## src/rtl/render_sched_if.sv

```systemverilog
// Bus bundle between the metaball render scheduler and its surroundings.
// The master modport is the scheduler side; the slave modport is the balls/framebuffer side.
interface render_sched_if #(
   parameter int N_BALLS = 2
);
   logic                   frame_go;
   logic [N_BALLS-1:0]     mb_vld;
   logic [32*N_BALLS-1:0]  mb_out;
   logic                   px_stb;
   logic [31:0]            p_x;
   logic [31:0]            p_y;
   logic                   w_en_top;
   logic                   w_en_btm;
   logic [9:0]             w_addr;
   logic [11:0]            din;
   logic                   swap_en;
   logic                   busy;
   logic [15:0]            ovr_cnt;

   modport master (
      input  frame_go, mb_vld, mb_out,
      output px_stb, p_x, p_y, w_en_top, w_en_btm, w_addr, din, swap_en, busy, ovr_cnt
   );

   modport slave (
      output frame_go, mb_vld, mb_out,
      input  px_stb, p_x, p_y, w_en_top, w_en_btm, w_addr, din, swap_en, busy, ovr_cnt
   );
endinterface

```

## src/rtl/render_sched.sv

```systemverilog
// Metaball frame scheduler: walks every pixel, collects per-ball field values, writes lit/unlit to a bank.
// Define RENDER_SCHED_OVR_CNT_EN to count frame_go pulses dropped while a frame is in progress.
module render_sched #(
   parameter int          N_BALLS = 2,
   parameter int          COLS    = 32,
   parameter int          ROWS    = 64,
   parameter logic [31:0] STEP    = 32'h0000_8000,
   parameter logic [31:0] THRESH  = 32'h0000_8000
) (
   input  logic           clk,
   input  logic           rst_n,
   render_sched_if.master bus
);

   localparam int CW = (COLS > 1) ? $clog2(COLS) : 1;
   localparam int RW = (ROWS > 1) ? $clog2(ROWS) : 1;
   localparam logic [CW-1:0] COL_LAST = CW'(COLS - 1);
   localparam logic [RW-1:0] ROW_LAST = RW'(ROWS - 1);
   localparam logic [RW-1:0] ROW_HALF = RW'(ROWS / 2);

   typedef enum logic [2:0] {
      ST_IDLE,
      ST_ISSUE,
      ST_WAIT,
      ST_WRITE,
      ST_SWAP
   } state_t;

   state_t              state_q, state_d;
   logic [CW-1:0]       col_q, col_d;
   logic [RW-1:0]       row_q, row_d;
   logic [N_BALLS-1:0]  sticky_q, sticky_d;
   logic [31:0]         val_q [N_BALLS];
   logic [31:0]         val_d [N_BALLS];
   logic [31:0]         fieldSum;
   logic [32:0]         sumExt;
   logic [RW-1:0]       rowInBank;
   logic                inTopBank;

   always_ff @(posedge clk or negedge rst_n) begin
      if (!rst_n) begin
         state_q  <= ST_IDLE;
         col_q    <= '0;
         row_q    <= '0;
         sticky_q <= '0;
         for (int i = 0; i < N_BALLS; i++) begin
            val_q[i] <= '0;
         end
      end else begin
         state_q  <= state_d;
         col_q    <= col_d;
         row_q    <= row_d;
         sticky_q <= sticky_d;
         for (int i = 0; i < N_BALLS; i++) begin
            val_q[i] <= val_d[i];
         end
      end
   end

   // WAIT leaves on the same edge that sets the last sticky bit, so WRITE follows the final valid pulse.
   always_comb begin
      state_d  = state_q;
      col_d    = col_q;
      row_d    = row_q;
      sticky_d = sticky_q;
      for (int i = 0; i < N_BALLS; i++) begin
         val_d[i] = val_q[i];
      end

      case (state_q)
         ST_IDLE: begin
            if (bus.frame_go) begin
               col_d   = '0;
               row_d   = '0;
               state_d = ST_ISSUE;
            end
         end
         ST_ISSUE: begin
            sticky_d = '0;
            state_d  = ST_WAIT;
         end
         ST_WAIT: begin
            for (int i = 0; i < N_BALLS; i++) begin
               if (bus.mb_vld[i]) begin
                  sticky_d[i] = 1'b1;
                  val_d[i]    = bus.mb_out[32*i +: 32];
               end
            end
            if (&sticky_d) begin
               state_d = ST_WRITE;
            end
         end
         ST_WRITE: begin
            if (col_q == COL_LAST) begin
               col_d = '0;
               if (row_q == ROW_LAST) begin
                  row_d   = '0;
                  state_d = ST_SWAP;
               end else begin
                  row_d   = row_q + 1'b1;
                  state_d = ST_ISSUE;
               end
            end else begin
               col_d   = col_q + 1'b1;
               state_d = ST_ISSUE;
            end
         end
         ST_SWAP: begin
            state_d = ST_IDLE;
         end
         default: begin
            state_d = ST_IDLE;
         end
      endcase
   end

   // Saturating accumulation keeps a huge field from wrapping around to "unlit".
   always_comb begin
      fieldSum = '0;
      sumExt   = '0;
      for (int i = 0; i < N_BALLS; i++) begin
         sumExt   = {1'b0, fieldSum} + {1'b0, val_q[i]};
         fieldSum = sumExt[32] ? 32'hFFFF_FFFF : sumExt[31:0];
      end
   end

   assign inTopBank = (row_q < ROW_HALF);
   assign rowInBank = inTopBank ? row_q : (row_q - ROW_HALF);

   assign bus.px_stb   = (state_q == ST_ISSUE);
   assign bus.busy     = (state_q != ST_IDLE);
   assign bus.swap_en  = (state_q == ST_SWAP);
   assign bus.w_en_top = (state_q == ST_WRITE) && inTopBank;
   assign bus.w_en_btm = (state_q == ST_WRITE) && !inTopBank;
   assign bus.din      = ((state_q == ST_WRITE) && (fieldSum >= THRESH)) ? 12'hFFF : 12'h000;
   assign bus.p_x      = 32'(col_q) * STEP;
   assign bus.p_y      = 32'(row_q) * STEP;
   assign bus.w_addr   = 10'(rowInBank) * 10'(COLS) + 10'(col_q);

`ifdef RENDER_SCHED_OVR_CNT_EN
   logic [15:0] ovrCnt_q;

   always_ff @(posedge clk or negedge rst_n) begin
      if (!rst_n) begin
         ovrCnt_q <= '0;
      end else if (bus.frame_go && (state_q != ST_IDLE) && (ovrCnt_q != 16'hFFFF)) begin
         ovrCnt_q <= ovrCnt_q + 16'd1;
      end
   end

   assign bus.ovr_cnt = ovrCnt_q;
`else
   assign bus.ovr_cnt = 16'h0000;
`endif

endmodule

```

## src/flat_wrapper.sv

```systemverilog
// flat-port wrapper written by rule: the top's interface ports become plain ports
module render_sched_flat 
#(
   parameter int          N_BALLS = 2,
   parameter int          COLS    = 32,
   parameter int          ROWS    = 64,
   parameter logic [31:0] STEP    = 32'h0000_8000,
   parameter logic [31:0] THRESH  = 32'h0000_8000
)
  (clk, rst_n, bus_frame_go, bus_mb_vld, bus_mb_out, bus_px_stb, bus_p_x, bus_p_y, bus_w_en_top, bus_w_en_btm, bus_w_addr, bus_din, bus_swap_en, bus_busy, bus_ovr_cnt);
  render_sched_if #(.N_BALLS(N_BALLS)) bus_i ();
  input  logic clk;
  input  logic rst_n;
  input wire logic [$bits(bus_i.frame_go)-1:0] bus_frame_go;
  input wire logic [$bits(bus_i.mb_vld)-1:0] bus_mb_vld;
  input wire logic [$bits(bus_i.mb_out)-1:0] bus_mb_out;
  output wire logic [$bits(bus_i.px_stb)-1:0] bus_px_stb;
  output wire logic [$bits(bus_i.p_x)-1:0] bus_p_x;
  output wire logic [$bits(bus_i.p_y)-1:0] bus_p_y;
  output wire logic [$bits(bus_i.w_en_top)-1:0] bus_w_en_top;
  output wire logic [$bits(bus_i.w_en_btm)-1:0] bus_w_en_btm;
  output wire logic [$bits(bus_i.w_addr)-1:0] bus_w_addr;
  output wire logic [$bits(bus_i.din)-1:0] bus_din;
  output wire logic [$bits(bus_i.swap_en)-1:0] bus_swap_en;
  output wire logic [$bits(bus_i.busy)-1:0] bus_busy;
  output wire logic [$bits(bus_i.ovr_cnt)-1:0] bus_ovr_cnt;
  assign bus_i.frame_go = bus_frame_go;
  assign bus_i.mb_vld = bus_mb_vld;
  assign bus_i.mb_out = bus_mb_out;
  assign bus_px_stb = bus_i.px_stb;
  assign bus_p_x = bus_i.p_x;
  assign bus_p_y = bus_i.p_y;
  assign bus_w_en_top = bus_i.w_en_top;
  assign bus_w_en_btm = bus_i.w_en_btm;
  assign bus_w_addr = bus_i.w_addr;
  assign bus_din = bus_i.din;
  assign bus_swap_en = bus_i.swap_en;
  assign bus_busy = bus_i.busy;
  assign bus_ovr_cnt = bus_i.ovr_cnt;
  render_sched #(.N_BALLS(N_BALLS), .COLS(COLS), .ROWS(ROWS), .STEP(STEP), .THRESH(THRESH)) u_core (.clk(clk), .rst_n(rst_n), .bus(bus_i));
endmodule
```

## config.mk

```make
export PLATFORM = sky130hd
export DESIGN_NAME = render_sched_flat
export DESIGN_NICKNAME = d
export VERILOG_FILES = /design/src/rtl/render_sched_if.sv /design/src/rtl/render_sched.sv /design/src/flat_wrapper.sv
export SDC_FILE = /design/constraint.sdc
export NUM_CORES = 1
export LEC_CHECK = 0
export CORE_MARGIN = 3
export CORE_UTILIZATION = 47
export CTS_CLUSTER_DIAMETER = 30
export DETAILED_ROUTE_END_ITERATION = 7
export PLACE_DENSITY = 0.81
export RECOVER_POWER = 100
export SLEW_MARGIN = 20
export SYNTH_ARGS = -nofsm -noshare
export SYNTH_HDL_FRONTEND = slang
export SYNTH_SLANG_ARGS = --single-unit
```

## constraint.sdc

```tcl
create_clock -name clk -period 4 [get_ports clk]
set_input_delay 0.4 -clock clk [delete_from_list [all_inputs] [get_ports clk]]
set_output_delay 0.4 -clock clk [all_outputs]
set_load 0.03 [all_outputs]
```

# ---- After elaboration in Yosys (flattened, before gate mapping)
# Index checks and enable logic that the tools add are counted.
dict set report word_totals {
  ff_bits 80
  in_bits 69
  output_inout_bits 107
  elab_cells 56
}
dict set report op_classes {
  add_sub_neg 5
  magnitude_cmp 2
  n_eq_ne 9
  n_mux 20
  reduce_logical 14
}
# op count
set ops {}
lappend ops {{32-bit by 32-bit adder with 33-bit output} 1}
lappend ops {{32-bit by 16-bit greater-or-equal comparator with 1-bit output (second input constant)} 1}
lappend ops {{32-bit 2-to-1 mux} 1}
lappend ops {{6-bit 2-to-1 mux} 3}
lappend ops {{5-bit 2-to-1 mux} 3}
lappend ops {{12-bit 2-to-1 mux} 1}
lappend ops {{3-bit 2-to-1 mux} 4}
lappend ops {{3-bit one-hot mux with 4 select lines} 1}
lappend ops {{6-bit one-hot mux with 2 select lines} 1}
lappend ops {{10-bit by 5-bit adder with 10-bit output} 1}
lappend ops {{5-bit one-hot mux with 2 select lines} 1}
lappend ops {{2-bit AND reduction} 5}
lappend ops {{6-bit by 1-bit adder with 6-bit output (second input constant)} 1}
lappend ops {{3-bit by 2-bit equality test with 1-bit output (second input constant)} 2}
lappend ops {{6-bit equality test (second input constant)} 1}
lappend ops {{6-bit < comparator (second input constant)} 1}
lappend ops {{5-bit by 1-bit adder with 5-bit output (second input constant)} 1}
lappend ops {{5-bit equality test (second input constant)} 1}
lappend ops {{5-bit by 1-bit subtractor with 5-bit output (second input constant)} 1}
lappend ops {{1-bit 2-to-1 mux} 4}
lappend ops {{2-bit by 1-bit inequality test with 1-bit output (second input constant)} 2}
lappend ops {{2-bit one-hot mux with 2 select lines} 1}
lappend ops {{2-bit nonzero test} 2}
lappend ops {{3-bit by 1-bit equality test with 1-bit output (second input constant)} 1}
lappend ops {{7 further kinds} 9}

# ---- Depth between registers and ports, before layout
dict set report logic_depth {
  depth_word 5
  depth_mapped 11
  ltp_nobuf 10
}

# ---- Worst setup path before layout
# OpenSTA, ideal clock, no wires.
dict set report synth_path {
  path_kind {reg2out}
  from {reg u_core.val_q[15] in the netlist's numbering}
  to {out bus_din[10]}
  t_arrival_ps 3589
  t_required_ps 3600
  setup_slack_ps 11
  stages_incl_launch_ff 11
  n_path_buf 1
  path_cell_list {dfrtp_1 -> ha_1 -> and3_1 -> or3b_1 -> o221a_1 -> o211ai_2 -> a21oi_1 -> o211ai_1 -> mux2_2 -> a41oi_1 -> buf_4}
}
dict set report synth_via {
  elab_chain_len 5
}
# item line_no
set synth_lines {}
lappend synth_lines {{start, declared} render_sched.sv:33} ;# logic [31:0] val_q [N_BALLS];
lappend synth_lines {{start signal, assigned by index} render_sched.sv:55} ;# val_q[i] <= val_d[i];
lappend synth_lines {{32-bit by 32-bit adder with 33-bit output} render_sched.sv:122} ;# sumExt = {1'b0, fieldSum} + {1'b0, val_q[i]};
lappend synth_lines {{32-bit 2-to-1 mux} render_sched.sv:123} ;# fieldSum = sumExt[32] ? 32'hFFFF_FFFF : sumExt[31:0];
lappend synth_lines {{32-bit by 16-bit greater-or-equal comparator with 1-bit output} render_sched.sv:135} ;# assign bus.din = ((state_q == ST_WRITE) && (fieldSum >= THRESH)) ? 12'hFFF : 12'h000;
lappend synth_lines {{1-bit logical AND} render_sched.sv:135}
lappend synth_lines {{12-bit 2-to-1 mux} render_sched.sv:135}
lappend synth_lines {{end, declared} flat_wrapper.sv:23} ;# output wire logic [$bits(bus_i.din)-1:0] bus_din;
# No other way between the ends.

# ---- Final worst setup path
dict set report layout_path {
  from {reg u_core.val_q[44] in the netlist's numbering}
  to {out bus_din[1]}
}
# Same word-level chain as after synthesis.

==> flow_summary.ini <==
[clocking]
clock_sinks = 80
clock_tree.buffer_depth = 2
clock-root-buffer = sky130_fd_sc_hd__clkbuf_16
clk_pin_slew_worst_paths_ps = 60
cts_tree = built
worstSkewPairLatency_ps = 340
cts_hold_repair.buffers = 0
htree_levels = 3
cts_buffers = 9

[cells_and_area]
drive_above_1_share_pct = 19.29
post_layout_nonfiller_instances = 788
finalInstanceArea_um2 = 6665
fin_nets = 749
antenna_cells_inserted = 0
area_growth_pct = 21.96

[yosys]
yosysMostFrequentCell = sky130_fd_sc_hd__buf_4
synth.cell_area_um2 = 5465
yosys_register_bits = 80
synth_compound_gate_area_share_pct = 13.97
seq_total_area_yosys_pct = 36.63
main_combinational_cell_family_by_area_after_synthesis = buffers and inverters
synth_cell_types = 55
synth_fa_ha_area_share_pct = 8.379
netlist.area_leader.share_pct = 36.63
synth.cells.most_frequent = sky130_fd_sc_hd__buf_4 (90), sky130_fd_sc_hd__dfrtp_1 (80), sky130_fd_sc_hd__mux2_2 (66)
ys_warn_count = 0
synth_flop_cell = sky130_fd_sc_hd__dfrtp_1
post_synth_xor_area_fraction_pct = 1.122
gate_count_after_technology_mapping = 558
synth_edf_count = 0
basic_gate_share_of_the_synthesized_area_counting_and_or_nand_and_nor_cells_pct = 11.36
post_synth_mux_area_share_pct = 14.15
ys_top_cells_by_area = sky130_fd_sc_hd__dfrtp_1 (37%), sky130_fd_sc_hd__mux2_2 (14%), sky130_fd_sc_hd__buf_4 (12%), sky130_fd_sc_hd__ha_1 (8.0%), sky130_fd_sc_hd__a21oi_1 (3.5%)
synth-async-reset-ratio_pct = 100.0
synth_area_leader = sky130_fd_sc_hd__dfrtp_1
synthesis.area_per_instance_um2 = 9.794

[run_status]
outcome = finished with violations
failed_checks = capacitance limit, slew limit

[min_path]
hold_path_startpoint = u_core.sticky_q[1]
worstHoldPathType = reg -> reg

[setup_path]
arrival_ps = 3480
data_required_critical_path_ps = 3600
crit_start = u_core.val_q[44]
setup.worst_path.start_class = flop
path_class = reg -> out
cp-end-kind = output port
critical_path.reg2reg.startpoint = u_core.state_q[2]
path_max_fanout = 12

[placement]
place_congestion = 0.8705
total_half_perimeter_wirelength_after_legalization_and_detailed_placement_um = 9337
dpl_ws_ps = 252.0
buffer_ports.inserted = 106
placedInstanceArea_um2 = 6201
placed_cells = 767

[global_route]
congestion_overflow_gr = 0
track_usage_pct = 18.47
maximum_number_of_pins_on_one_net_before_global_route_repair = 81
first_global_vias = 4040
grt_first_pass_wirelength_um = 19240
number_of_antenna_violations_at_the_first_check_in_global_routing = 0

[drt]
first_pass_iters = 4
antenna_violating_nets_post_route = 0
route.vias.total = 4246
finalWirelength_um = 12270
drcViolationCount = 0
drt-wirelength-per-cell_um = 15.57
starting_drc_count_in_detailed_routing = 190
post_drt_via_cell_ratio = 5.388

[timing]
fin_crit_ps = 3876
finalSetupViolations = 0
worst_pin_slew_ps = 2077
fin_skew_ps = 7.161
maxSlewViolCount = 83
post-route-worst-setup-slack_ps = 123.5
post-route-period-util_pct = 96.91
hold_viol_final = 0
setup_total_negative_slack_ps = 0
remaining_max_slew_budget_at_the_tightest_pin_pct = -38.44
max_clock_freq_mhz = 258.0

[die]
floorplan.core_area_um2 = 11080
die_area_um2 = 12960
boundaryPins = 176
chip_height_um = 113.8
starting_density_of_the_core_pct = 49.33
num_rows = 38
dieWidth_um = 113.8

[job]
maxCapViolCount = 2

[pwr]
power_density_nw_per_um2 = 933.8
design_power_total_mw = 6.224
vdd_drop_max_mv = 0.4307
static-leakage-power_nw = 2.970
## path summary, 6_finish.rpt
check                                endpoint  slack, ps  cells after the start
setup / recovery                   bus_din[1]        120                     11
hold / removal             u_core.sticky_q[1]        500                      2
setup reg to reg             u_core.val_q[45]       1170                      4
hold reg to reg            u_core.sticky_q[1]        500                      2
max in group asynchronous    u_core.val_q[24]        820                      2
min in group asynchronous    u_core.val_q[35]        650                      1
## critical path, stage by stage, from the launching register on
cell and delay, ps:
sky130_fd_sc_hd__dfrtp_1 400, sky130_fd_sc_hd__ha_2 390, sky130_fd_sc_hd__nand2_1 110, sky130_fd_sc_hd__or3b_1 430
sky130_fd_sc_hd__o221a_1 260, sky130_fd_sc_hd__o211ai_2 130, sky130_fd_sc_hd__a21oi_2 90, sky130_fd_sc_hd__or4b_4 500
sky130_fd_sc_hd__nor4_4 290, sky130_fd_sc_hd__a41oi_2 150, sky130_fd_sc_hd__buf_4 190, sky130_fd_sc_hd__buf_4 170
## logic make-up after synthesis
logic type	count (synthesis)
mux	69
xor+xnor	7
simple gates	125
fa+ha+maj	36
buf+inv	118
flops	80
compound gates	122
other cells	1
## layout by cell type, fill, tap and decap left out, types with 5 or more instances in the layout
cell type / n
sky130_fd_sc_hd__ha_2: 7
sky130_fd_sc_hd__xnor2_1: 7
sky130_fd_sc_hd__buf_4: 18
sky130_fd_sc_hd__dlygate4sd3_1: 26
sky130_fd_sc_hd__nor2_1: 30
sky130_fd_sc_hd__mux2_2: 66
sky130_fd_sc_hd__a21oi_1: 33
sky130_fd_sc_hd__o21ai_0: 28
sky130_fd_sc_hd__and3_1: 6
sky130_fd_sc_hd__clkbuf_16: 9
sky130_fd_sc_hd__nand2b_1: 5
sky130_fd_sc_hd__o22ai_1: 5
sky130_fd_sc_hd__clkdlybuf4s50_1: 67
sky130_fd_sc_hd__nand4_1: 8
sky130_fd_sc_hd__inv_1: 10
sky130_fd_sc_hd__conb_1: 69
sky130_fd_sc_hd__nand3_1: 11
sky130_fd_sc_hd__a31oi_1: 5
sky130_fd_sc_hd__a211oi_1: 5
sky130_fd_sc_hd__nand2_1: 37
sky130_fd_sc_hd__a21oi_2: 5
sky130_fd_sc_hd__a21o_1: 6
sky130_fd_sc_hd__ha_1: 24
sky130_fd_sc_hd__dfrtp_1: 80
sky130_fd_sc_hd__nor3_1: 6
## flip-flops by register name, indices dropped and copies added, names as in the netlist
name and flops:
u_core.row_q 6, u_core.col_q 5, u_core.val_q 64, u_core.sticky_q 2, u_core.state_q 3
## report_power, final
group          switching [mW]  internal [mW]  total [mW]
Sequential              0.276           1.19        1.46
Clock                   0.322          0.496       0.818
Combinational            2.23           1.71        3.94
## final cells by class
cell class | instances | area, um^2
clock buffer | 10 | 239.0
timing repair buffer | 115 | 1090
tap | 140 | 175.2
fill | 900 | 4413
clock inverter | 5 | 56.30
sequential | 80 | 2002
multi-input combinational | 428 | 3065
inverter | 10 | 37.54
## per-layer routing
metal  part of all wire (%)  global-route usage [%]  up-vias
met1                     44                   24.58     2016
met5                      0                       0        -
met4                    1.2                   5.463        0
li1                       -                       -     2028
met3                    8.0                   4.881       18
met2                     47                   29.76      184
## repair_timing
action | CTS | global route
setup endpoints to repair | 12 | 12
gates resized for setup | 2 | 27
pin swaps | 0 | 6
buffers inserted | 0 | 5
## metrics by stage
step | hold WS (ps) | util, %
global placement | 481.9 | 55.97
finish | 503.1 | 60.16
detailed placement | 490.4 | 55.97
global route | 527.6 | 60.16
floorplan | 104.4 | -
CTS | 261.5 | 58.73
(Power assumes the default switching activity.)
